==> src/rtl/uart_rx_frame_ctrl.sv <==
// uart_rx_frame_ctrl
// Assembles bytes from a UART receiver into frames of the form
// SYNC, LEN (1..MAX_LEN), LEN payload bytes, XOR checksum. Payload bytes are
// held in a local buffer and are pushed into the async FIFO only after the
// checksum matches. Bad, truncated or oversized frames never reach the FIFO.
//
// Ports:
//   clk           system clock (16 x baud)
//   rst           synchronous reset, active high
//   rx_data       received byte, valid while rx_done is high
//   rx_done       one-cycle strobe per received byte
//   fifo_full     FIFO write-side full flag
//   fifo_wr_en    FIFO write enable (combinational)
//   fifo_wr_data  FIFO write data (combinational, 0 outside DRAIN)
//   busy          high in every state except HUNT
//   frame_ok      pulse: frame completely written to the FIFO
//   csum_err      pulse: checksum mismatch
//   len_err       pulse: LEN byte is 0 or greater than MAX_LEN
//   timeout_err   pulse: inter-byte gap reached TIMEOUT_CYCLES
//   overrun_err   pulse: byte arrived during DRAIN and was dropped
//   frame_cnt     good-frame counter, wraps at 16 bits
module uart_rx_frame_ctrl #(
  parameter logic [7:0] SYNC_BYTE      = 8'hA5,
  parameter int         MAX_LEN        = 16,
  parameter int         TIMEOUT_CYCLES = 2048
) (
  input  logic        clk,
  input  logic        rst,
  input  logic [7:0]  rx_data,
  input  logic        rx_done,
  input  logic        fifo_full,
  output logic        fifo_wr_en,
  output logic [7:0]  fifo_wr_data,
  output logic        busy,
  output logic        frame_ok,
  output logic        csum_err,
  output logic        len_err,
  output logic        timeout_err,
  output logic        overrun_err,
  output logic [15:0] frame_cnt
);

  localparam int PW = $clog2(MAX_LEN) + 1;  // len / pointer width
  localparam int AW = PW - 1;               // buffer address width
  localparam int GW = $clog2(TIMEOUT_CYCLES);

  typedef enum logic [2:0] {HUNT, LEN, PAYLOAD, CSUM, DRAIN} state_t;

  state_t        state, state_nxt;
  logic [PW-1:0] len, wr_ptr, rd_ptr;
  logic [7:0]    csum;
  logic [GW-1:0] gap;
  logic [7:0]    mem [MAX_LEN];

  logic in_frame, gap_hit, len_bad, last_wr, drain_last, drain_wr;
  logic ok_nxt, cs_nxt, len_nxt, tmo_nxt;

  assign in_frame   = (state == LEN) || (state == PAYLOAD) || (state == CSUM);
  // A byte landing on the final gap cycle takes priority over the timeout.
  assign gap_hit    = in_frame && !rx_done && (gap == GW'(TIMEOUT_CYCLES - 1));
  assign len_bad    = (rx_data == 8'd0) || ({24'd0, rx_data} > 32'(MAX_LEN));
  assign last_wr    = (wr_ptr == len - PW'(1));
  assign drain_last = (rd_ptr == len - PW'(1));
  assign drain_wr   = (state == DRAIN) && !fifo_full;

  assign fifo_wr_en   = drain_wr;
  assign fifo_wr_data = (state == DRAIN) ? mem[rd_ptr[AW-1:0]] : 8'h00;
  assign busy         = (state != HUNT);

  always_comb begin
    state_nxt = state;
    ok_nxt    = 1'b0;
    cs_nxt    = 1'b0;
    len_nxt   = 1'b0;
    tmo_nxt   = 1'b0;
    if (gap_hit) begin
      state_nxt = HUNT;
      tmo_nxt   = 1'b1;
    end else begin
      case (state)
        HUNT:
          if (rx_done && rx_data == SYNC_BYTE) state_nxt = LEN;
        LEN:
          if (rx_done) begin
            if (len_bad) begin
              state_nxt = HUNT;
              len_nxt   = 1'b1;
            end else begin
              state_nxt = PAYLOAD;
            end
          end
        PAYLOAD:
          if (rx_done && last_wr) state_nxt = CSUM;
        CSUM:
          if (rx_done) begin
            if (rx_data == csum) begin
              state_nxt = DRAIN;
            end else begin
              state_nxt = HUNT;
              cs_nxt    = 1'b1;
            end
          end
        DRAIN:
          if (drain_wr && drain_last) begin
            state_nxt = HUNT;
            ok_nxt    = 1'b1;
          end
        default: state_nxt = HUNT;
      endcase
    end
  end

  always_ff @(posedge clk) begin
    if (rst) begin
      state       <= HUNT;
      len         <= '0;
      wr_ptr      <= '0;
      rd_ptr      <= '0;
      csum        <= '0;
      gap         <= '0;
      frame_cnt   <= '0;
      frame_ok    <= 1'b0;
      csum_err    <= 1'b0;
      len_err     <= 1'b0;
      timeout_err <= 1'b0;
      overrun_err <= 1'b0;
    end else begin
      state       <= state_nxt;
      frame_ok    <= ok_nxt;
      csum_err    <= cs_nxt;
      len_err     <= len_nxt;
      timeout_err <= tmo_nxt;
      // Bytes arriving while draining are dropped; the drain is not disturbed.
      overrun_err <= (state == DRAIN) && rx_done;

      // Gap counter clears on each byte and on every state change, so it also
      // starts from zero on entry to LEN/PAYLOAD/CSUM.
      if (!in_frame || rx_done || state_nxt != state) gap <= '0;
      else                                            gap <= gap + GW'(1);

      case (state)
        LEN:
          if (rx_done && !len_bad && !gap_hit) begin
            len    <= PW'(rx_data);
            csum   <= rx_data;
            wr_ptr <= '0;
          end
        PAYLOAD:
          if (rx_done) begin
            csum   <= csum ^ rx_data;
            wr_ptr <= wr_ptr + PW'(1);
          end
        CSUM:
          if (rx_done && rx_data == csum) rd_ptr <= '0;
        DRAIN:
          if (drain_wr) begin
            rd_ptr <= rd_ptr + PW'(1);
            if (drain_last) frame_cnt <= frame_cnt + 16'd1;
          end
        default: ;
      endcase
    end
  end

  // Payload buffer; contents are don't-care after reset.
  always_ff @(posedge clk) begin
    if (state == PAYLOAD && rx_done) mem[wr_ptr[AW-1:0]] <= rx_data;
  end

endmodule
==> config.mk <==
export PLATFORM = sky130hd
export DESIGN_NAME = uart_rx_frame_ctrl
export DESIGN_NICKNAME = d
export VERILOG_FILES = /design/src/rtl/uart_rx_frame_ctrl.sv
export SDC_FILE = /design/constraint.sdc
export NUM_CORES = 1
export LEC_CHECK = 0
export ABC_AREA = 1
export ABC_CLOCK_PERIOD_IN_PS = 2200
export BUFFER_PORTS_ARGS = -buffer_cell sky130_fd_sc_hd__buf_2
export CAP_MARGIN = 20
export CORE_MARGIN = 4
export CORE_UTILIZATION = 31
export DETAILED_ROUTE_END_ITERATION = 16
export GPL_TIMING_DRIVEN = 0
export PLACE_DENSITY_LB_ADDON = 0.1
export SETUP_SLACK_MARGIN = 0.1
export SKIP_CTS_REPAIR_TIMING = 1
export SLEW_MARGIN = 10
export SYNTH_ARGS = -nofsm -noshare
export SYNTH_HDL_FRONTEND = slang
export SYNTH_SLANG_ARGS = --single-unit
==> constraint.sdc <==
create_clock -name clk -period 2.2 [get_ports clk]
set_clock_uncertainty 0.05 [all_clocks]
set_input_delay 0.44 -clock clk [delete_from_list [all_inputs] [get_ports clk]]
set_output_delay 0.44 -clock clk [all_outputs]
set_load 0.05 [all_outputs]
======== Word-level counts from Yosys, hierarchy flattened ========
Memory sizes are Yosys's and may differ from the RTL's. A register that Yosys moved wholly into a read port is not among the register bits.
Index checks and enable logic that the tools add are counted.
storage, ports and cells
  memories kept ........................... 1
  input port bits ......................... 12
  output and inout bits ................... 31
  flip-flop bits (word level) ............. 58
  RAM bits ................................ 128
  logic and storage cells ................. 99
operators by class
  equality and inequality tests ........... 14
  mux-type cells .......................... 27
  add/subtract/negate cells ............... 5
  bitwise operators ....................... 5
  reductions and logical operators ........ 34
  $lt $le $gt $ge ......................... 1
memory list
  memory  depth  width  read ports  clocked after memory_dff  write ports  RTL line  RTL
  mem     16     8      1           1                         1            53        logic [7:0] mem [MAX_LEN];
operators by type and width
  cell                                                           count
  2-to-1 mux 8 bit                                               3
  2-to-1 mux 3 bit                                               7
  2-to-1 mux 5 bit                                               4
  case mux 5 bit (2 select lines)                                2
  adder 16 x 1 -> 16 bit, second input constant                  1
  case mux 8 bit (2 select lines)                                1
  case mux 3 bit (5 select lines)                                1
  adder 11 x 1 -> 11 bit, second input constant                  1
  equality test 11 bit, second input constant                    1
  logical AND 1 bit                                              11
  adder 5 x 1 -> 5 bit, second input constant                    2
  equality test 5 bit                                            2
  AND reduction 3 bit                                            3
  equality test 8 bit                                            1
  equality test 8 bit, second input constant                     1
  greater-than comparator 8 x 5 -> 1 bit, second input constant  1
  logical NOT 8 bit                                              1
  2-to-1 mux 4 bit                                               2
  OR reduction 4 bit                                             2
  bitwise XOR 8 bit                                              1
  equality test 3 x 2 -> 1 bit, second input constant            2
  2-to-1 mux 1 bit                                               6
  logical NOT 1 bit                                              5
  logical OR 1 bit                                               5
  14 further kinds                                               20

======== Logic depth before layout (Yosys ltp) ========
Gate-level depths: netlist (run 1).
  depth in word-level cells ............... 9
  gate-level depth with buffers ........... 15
  mapped depth without buffers ............ 14

======== Least setup slack after synthesis (run 1) ========
OpenSTA, ideal clock, no wires.
  path kind ............................... reg2out
  from .................................... register (tool-made name)
  to ...................................... output port fifo_wr_data[3]
  data required time ...................... 1.710 ns
  arrival ................................. 1.986 ns
  path slack .............................. -0.276 ns
  path buffers ............................ 2
  stages on the path, launching flop included .. 8
  path through ............................ dfxtp_1 -> clkbuf_1 -> inv_2 -> clkbuf_1 -> nor2_1 -> o221ai_1 -> o211ai_1 -> a21oi_1
RTL lines
  element        RTL line  RTL
  end, declared  33        output logic [7:0] fifo_wr_data,

==> reports/metrics.csv, run 1 <==
stage,metric,value,unit
floorplanning,core area,26210,µm²
cts,CTS Root Cell,clkbuf_16,
setup_path,arrival time worst endpoint,2.11,ns
power_and_ir_drop,P_sw,1577,µW
final_layout,fin nets,902,
job,Max Cap Viol,0,
logic_synthesis,synthesized flop and latch total,190,
route,vias,6120,
power_and_ir_drop,Peak VDD IR,0.4538,mV
power_and_ir_drop,leakage power of the design,0.003445,µW
timing,f_max,0.3844,GHz
grt,pin count of the biggest net entering global routing,22,
power_and_ir_drop,Sequential Power Share,0.552,
setup_path,FF-to-FF setup slack,0.13,ns
timing,Setup TNS Final,-2.808,ns
floorplanning,Die Area,29520,µm²
cts,worst skew pair latency,0.44,ns
floorplanning,Chip Height,171.8,µm
outcome,status,"complete, but fails checks",
setup_path,CP Capture Type,primary output,
logic_synthesis,"Async S/R FF share, synth",0,
setup_path,crit path kind,flop to primary output,
logic_synthesis,syn nets,829,
logic_synthesis,Yosys top cell area share,0.4621,
route,DR WL/cell,19.48,µm
logic_synthesis,post-synthesis sequential area ratio,0.6113,
timing,relative slew slack,0.5933,
timing,fin crit period,2.601,ns
cts,clock buffer depth,2,
logic_synthesis,leading post-synthesis cells by cell area,"edfxtp_1, dfxtp_1, nor2_1",
timing,max-slew violation count,0,
final_layout,Area Overhead vs Synth,22.17,%
grt,grt total ovfl,0,
power_and_ir_drop,switch share,0.2290,
timing,fin crit share,1.182,
grt,first-pass GRT wire length,35.78,mm
power_and_ir_drop,Cell Pwr Density,677.5,nW/µm²
logic_synthesis,number of distinct library cells after synthesis,35,
power_and_ir_drop,Clk pwr share,0.431,
timing,Worst Tran Pin Value,0.6100,ns
final_layout,footprint of the multi-input gates,3246,µm²
cts,H-tree Lvls,4,
route,1st-iter DRT viols,390,
floorplanning,die width,171.8,µm
final_layout,sequential standard cell area,5090,µm²
power_and_ir_drop,"Power, Total",6885,µW
logic_synthesis,Cells after Synth,809,
cts,TritonCTS Buffers,17,
place,Placer Congestion,0.8351,
power_and_ir_drop,Gate power share,0.017,
logic_synthesis,Synth Area per Inst,10.28,µm²
route,drt drc,0,
outcome,failing checks,setup timing,
place,IO Port Bufs,41,
floorplanning,num rows,59,
hold_path,worst hold path class,input port to flop,
setup_path,CP Max Fanout,10,
final_layout,FILL cells,2536,
timing,final setup fails,8,
timing,final hold vios,0,
logic_synthesis,"area leader, netlist",edfxtp_1,
power_and_ir_drop,Pint,5308,µW
cts,CTS tree,built,
place,dpl hpwl,15.66,mm
setup_path,startpoint types,flop,
final_layout,# diodes,0,
grt,initial antenna violation count,0,
grt,GRT Total Usage,0.1633,
route,Total Routed Length,23.96,mm
route,ANT nets after route,0,
route,Via density,4.976,
final_layout,layout cells sized above 1,0.2324,
timing,RSZ-0062 raised after global routing,true,
timing,setup ws final,-0.4012,ns
setup_path,CP Data Required Time,1.71,ns
route,DRT Pass-1 Iters,5,
logic_synthesis,mapped cell area,8318,µm²
floorplanning,Initial Util,0.3174,
logic_synthesis,number of enable flip-flop cells after synthesis,128,
logic_synthesis,Synth Flop Type,edfxtp_1,
cts,Worst-path clk slew,0.07,ns
floorplanning,Top Ports,43,
grt,vias in the first global route,5930,
logic_synthesis,YS warnings,0,
cts,total clock sinks,190,
-- path summary, 6_finish.rpt --
kind | startpoint | end | cells past startpoint
setup / recovery | flop | fifo_wr_data[5] | 8
hold / removal | rx_done | csum_err$_SDFF_PP0_ | 3
hold reg to reg | gap[0]$_SDFF_PP0_ | gap[0]$_SDFF_PP0_ | 1
setup reg to reg | state[1]$_SDFF_PP0_ | mem[14][7]$_DFFE_PP_ | 4
-- power groups by stage --
| stage | clock (µW) | combinational (µW) | sequential [µW] |
|---|---|---|---|
| after floorplan | 0 | 31.6 | 3880 |
| after global placement | 0 | 118 | 3880 |
| after detailed placement | 0 | 118 | 3880 |
| after CTS | 3020 | 118 | 3800 |
| after global routing | 3150 | 130 | 3800 |
| final | 2970 | 118 | 3800 |
-- worst max-delay path: stages, from the launching register on --
cell and delay [ns]:
dfxtp_2 0.34, buf_6 0.14, inv_8 0.11, buf_6 0.19, o21ai_0 0.15, o221ai_2 0.24, nand3_2 0.16, a21oi_4 0.16
buf_6 0.17
-- kinds of logic after synthesis --
group	Yosys count	synth area share
and+or+nand+nor	326	0.1795
DFF	190	0.6113
AOI/OAI and AO/OA	166	0.1172
buffers and inverters	82	0.04106
xor gates and xnor gates	37	0.03896
adders and majority gates	8	0.01203
-- synth_stat cells (3+ instances only) --
master / count
edfxtp_1: 128
a21oi_1: 44
o21ai_0: 79
nor2_4: 3
xnor2_1: 15
o221ai_1: 25
nor3_1: 16
clkbuf_1: 27
nand4_1: 6
inv_1: 44
dfxtp_1: 62
nand3_1: 44
o211ai_1: 7
nor2_1: 118
ha_1: 8
xor2_1: 22
nand3_2: 6
nor2_2: 10
buf_6: 4
o22ai_1: 7
inv_2: 3
nand2_1: 111
buf_2: 3
-- cell usage in the layout (no fill, tap or decap), drive strengths merged, types with 22 or more instances in the layout --
cell type | netlist | routed
edfxtp | 128 | 128
o21ai | 79 | 79
buf | 8 | 68
xor2 | 22 | 22
inv | 47 | 55
clkbuf | 27 | 39
nor2 | 132 | 132
nand2 | 115 | 115
o221ai | 25 | 25
dfxtp | 62 | 62
nand3 | 50 | 50
a21oi | 45 | 45
-- state kept, by name, indices dropped and copies added, names as in the netlist, named ones only --
name         cells
frame_cnt       16
len              5
wr_ptr           5
state            3
csum             8
csum_err         1
mem            128
overrun_err      1
frame_ok         1
len_err          1
gap             11
timeout_err      1
rd_ptr           5
-- layer usage --
layer	GRT usage	wire, µm	vias to the layer above	share of wire
met1	0.2197	11390	2953	0.48
met2	0.2658	11090	158	0.46
met4	0.04306	418	0	0.017
met5	0	0	-	0
li1	-	-	2980	-
met3	0.03930	1065	29	0.044
-- stage by stage --
step | utilization | worst slack [ns] | cells | instance area [µm²] | hold WS, ns
after CTS | 0.3661 | -1.325 | 1218 | 9594 | 0.2650
after global routing | 0.3878 | -0.4878 | 1230 | 10160 | 0.3073
final | 0.3878 | -0.4012 | 1230 | 10160 | 0.2830
after detailed placement | 0.3452 | -0.8498 | 1186 | 9047 | 0.3960
after global placement | 0.3447 | -0.8714 | 1185 | 9032 | 0.3942
after floorplan | - | 0.1055 | 809 | 8408 | 0.3774
-- cell type report --
class	count	area share
Multi-Input combinational cell	537	0.3194
Sequential cell	190	0.5009
Inverter	47	0.01847
Tap cell	335	0.04125
Clock buffer	18	0.04223
Clock inverter	14	0.01157
Timing Repair Buffer	54	0.03694
Buffer	35	0.02930
No activity file was read; power rests on OpenSTA's default activity.
==> run 2, diff against run 1 <==
--- a/config.mk
+++ b/config.mk
@@ -12,8 +12,7 @@
 export CORE_MARGIN = 4
 export CORE_UTILIZATION = 31
 export DETAILED_ROUTE_END_ITERATION = 16
-export GPL_TIMING_DRIVEN = 0
-export PLACE_DENSITY_LB_ADDON = 0.1
+export PLACE_DENSITY = 0.43
 export SETUP_SLACK_MARGIN = 0.1
 export SKIP_CTS_REPAIR_TIMING = 1
 export SLEW_MARGIN = 10
==> run 2 against run 1 <==
  * Utilization increased by 0.47 points
  * First-iteration DRC count up 13%
  * Maximum frequency is 2.0% higher
  * Global-route usage shrank 0.44 points
  * Non-clock buffer count increased by 19
  * Setup slack gained 0.050 ns
  * Critical endpoint is now fifo_wr_data[6]
  * The run still ends with setup timing left
  * Total power is 3.9% higher
==> reports/metrics.csv, run 2 (synthesis results as in run 1) <==
stage,metric,value,unit
power_and_ir_drop,Cell Pwr Density,695.6,nW/µm²
grt,first-pass GRT wire length,35.47,mm
grt,vias in the first global route,5992,
route,drt drc,0,
final_layout,number of flip-flops in the largest register,128,
setup_path,crit path kind,flop to primary output,
cts,clock buffer depth,2,
setup_path,arrival time worst endpoint,2.06,ns
final_layout,layout cells sized above 1,0.2107,
grt,pin count of the biggest net entering global routing,31,
grt,GRT busiest layer,met2,
power_and_ir_drop,Pint,5407,µW
route,ANT nets after route,0,
timing,hold slack,0.2748,ns
route,Total Routed Length,23.32,mm
power_and_ir_drop,Sequential Power Share,0.531,
route,Via density,4.875,
floorplanning,core area,26210,µm²
floorplanning,die width,171.8,µm
timing,RSZ-0062 raised after global routing,true,
floorplanning,num rows,59,
place,dpl hpwl,15.79,mm
power_and_ir_drop,"Power, Total",7155,µW
timing,fin crit share,1.159,
grt,met3 usage,0.02505,
setup_path,CP Max Fanout,30,
timing,Setup TNS Final,-2.360,ns
place,Placer Congestion,0.7988,
cts,total clock sinks,190,
cts,CTS tree,built,
power_and_ir_drop,leakage power of the design,0.003639,µW
timing,fin crit period,2.551,ns
timing,final setup fails,8,
outcome,failing checks,setup timing,
timing,final hold vios,0,
route,DR WL/cell,18.64,µm
setup_path,startpoint types,flop,
grt,initial antenna violation count,0,
final_layout,"commonest cells after routing, fill and taps aside","edfxtp_1, nor2_1, nand2_1",
floorplanning,Chip Height,171.8,µm
cts,Worst-path clk slew,0.08,ns
cts,worst skew pair latency,0.44,ns
power_and_ir_drop,Gate power share,0.019,
grt,GR Util met1,0.2244,
timing,max-slew violation count,0,
setup_path,CP Data Required Time,1.71,ns
grt,GRT Total Usage,0.1589,
cts,CTS Root Cell,clkbuf_16,
grt,grt total ovfl,0,
power_and_ir_drop,Peak VDD IR,0.3603,mV
timing,setup ws final,-0.3508,ns
place,Post-Place Worst Slack,-0.04435,ns
place,IO Port Bufs,42,
setup_path,RR Startpoint,len[0]$_SDFFE_PP0P_,
final_layout,Post-Layout Inst Area,10280,µm²
power_and_ir_drop,switch share,0.2442,
cts,TritonCTS Buffers,17,
route,1st-iter DRT viols,441,
timing,Worst Tran Pin Value,0.4127,ns
job,Max Cap Viol,0,
hold_path,worst hold path class,input port to flop,
cts,H-tree Lvls,4,
grt,met2 global-route usage,0.2547,
setup_path,FF-to-FF setup slack,0.24,ns
floorplanning,Top Ports,43,
floorplanning,Die Area,29520,µm²
hold_path,Hold Path Origin,rx_done,
place,Post-Place Cell Area,9424,µm²
outcome,status,"complete, but fails checks",
final_layout,"commonest non-fill, non-tap cell in the layout",edfxtp_1,
route,vias,6099,
final_layout,# diodes,0,
setup_path,CP Capture Type,primary output,
power_and_ir_drop,Clk pwr share,0.450,
timing,relative slew slack,0.7237,
route,DRT Pass-1 Iters,4,
final_layout,Area Overhead vs Synth,23.65,%
floorplanning,Initial Util,0.3174,
final_layout,fin nets,923,
timing,f_max,0.3920,GHz
power_and_ir_drop,P_sw,1747,µW
==> run 2: changes by cell type in the layout (fill, tap and decap cells not counted), sizes merged <==
cell and change:
clkinv +4, nand2 +2, clkinvlp -3, clkbuf -19, buf +37
==> run 2: routing by layer <==
metal / routed length [µm] / share of wire
met5: 0 / 0
met4: 351 / 0.015
met3: 692 / 0.030
met2: 10940 / 0.47
met1: 11330 / 0.49
==> run 2: worst max-delay path: stages (launching register included) <==
cell      delay, ns
dfxtp_4        0.37
buf_12         0.16
o21ai_0        0.30
o22ai_1        0.15
buf_4          0.14
o211ai_1       0.25
a21oi_4        0.08
buf_6          0.16
==> run 2: worst paths after layout <==
| check | to | depth (start not counted) |
|---|---|---|
| setup / recovery | fifo_wr_data[6] | 7 |
| hold / removal | csum_err$_SDFF_PP0_ | 3 |
| setup reg to reg | frame_cnt[2]$_SDFFE_PP0P_ | 9 |
| hold reg to reg | gap[0]$_SDFF_PP0_ | 1 |
==> run 2: per-stage QoR <==
step / util / std cells
final: 0.3925 / 1251
after global routing: 0.3925 / 1251
after CTS: 0.3835 / 1243
after detailed placement: 0.3596 / 1211
after global placement: 0.3596 / 1211
after floorplan: - / 809
==> run 2: final cells by class <==
class                   count  area [µm²]
inverters                  47       181.4
fillers                  2589       15920
repair buffers            108       919.6
multi-input cells         539        3049
flip-flops and latches    190        5090
clock buffers              17       425.4
well taps                 335       419.2
clock inverters            15       200.2
==> run 2: power groups by stage <==
| stage | Sequential (µW) | Combinational (µW) | Clock (µW) |
|---|---|---|---|
| floorplan | 3880 | 31.6 | 0 |
| global placement | 3880 | 140 | 0 |
| finish | 3800 | 135 | 3220 |
| CTS | 3800 | 137 | 3300 |
| global route | 3800 | 148 | 3470 |
| detailed placement | 3880 | 137 | 0 |
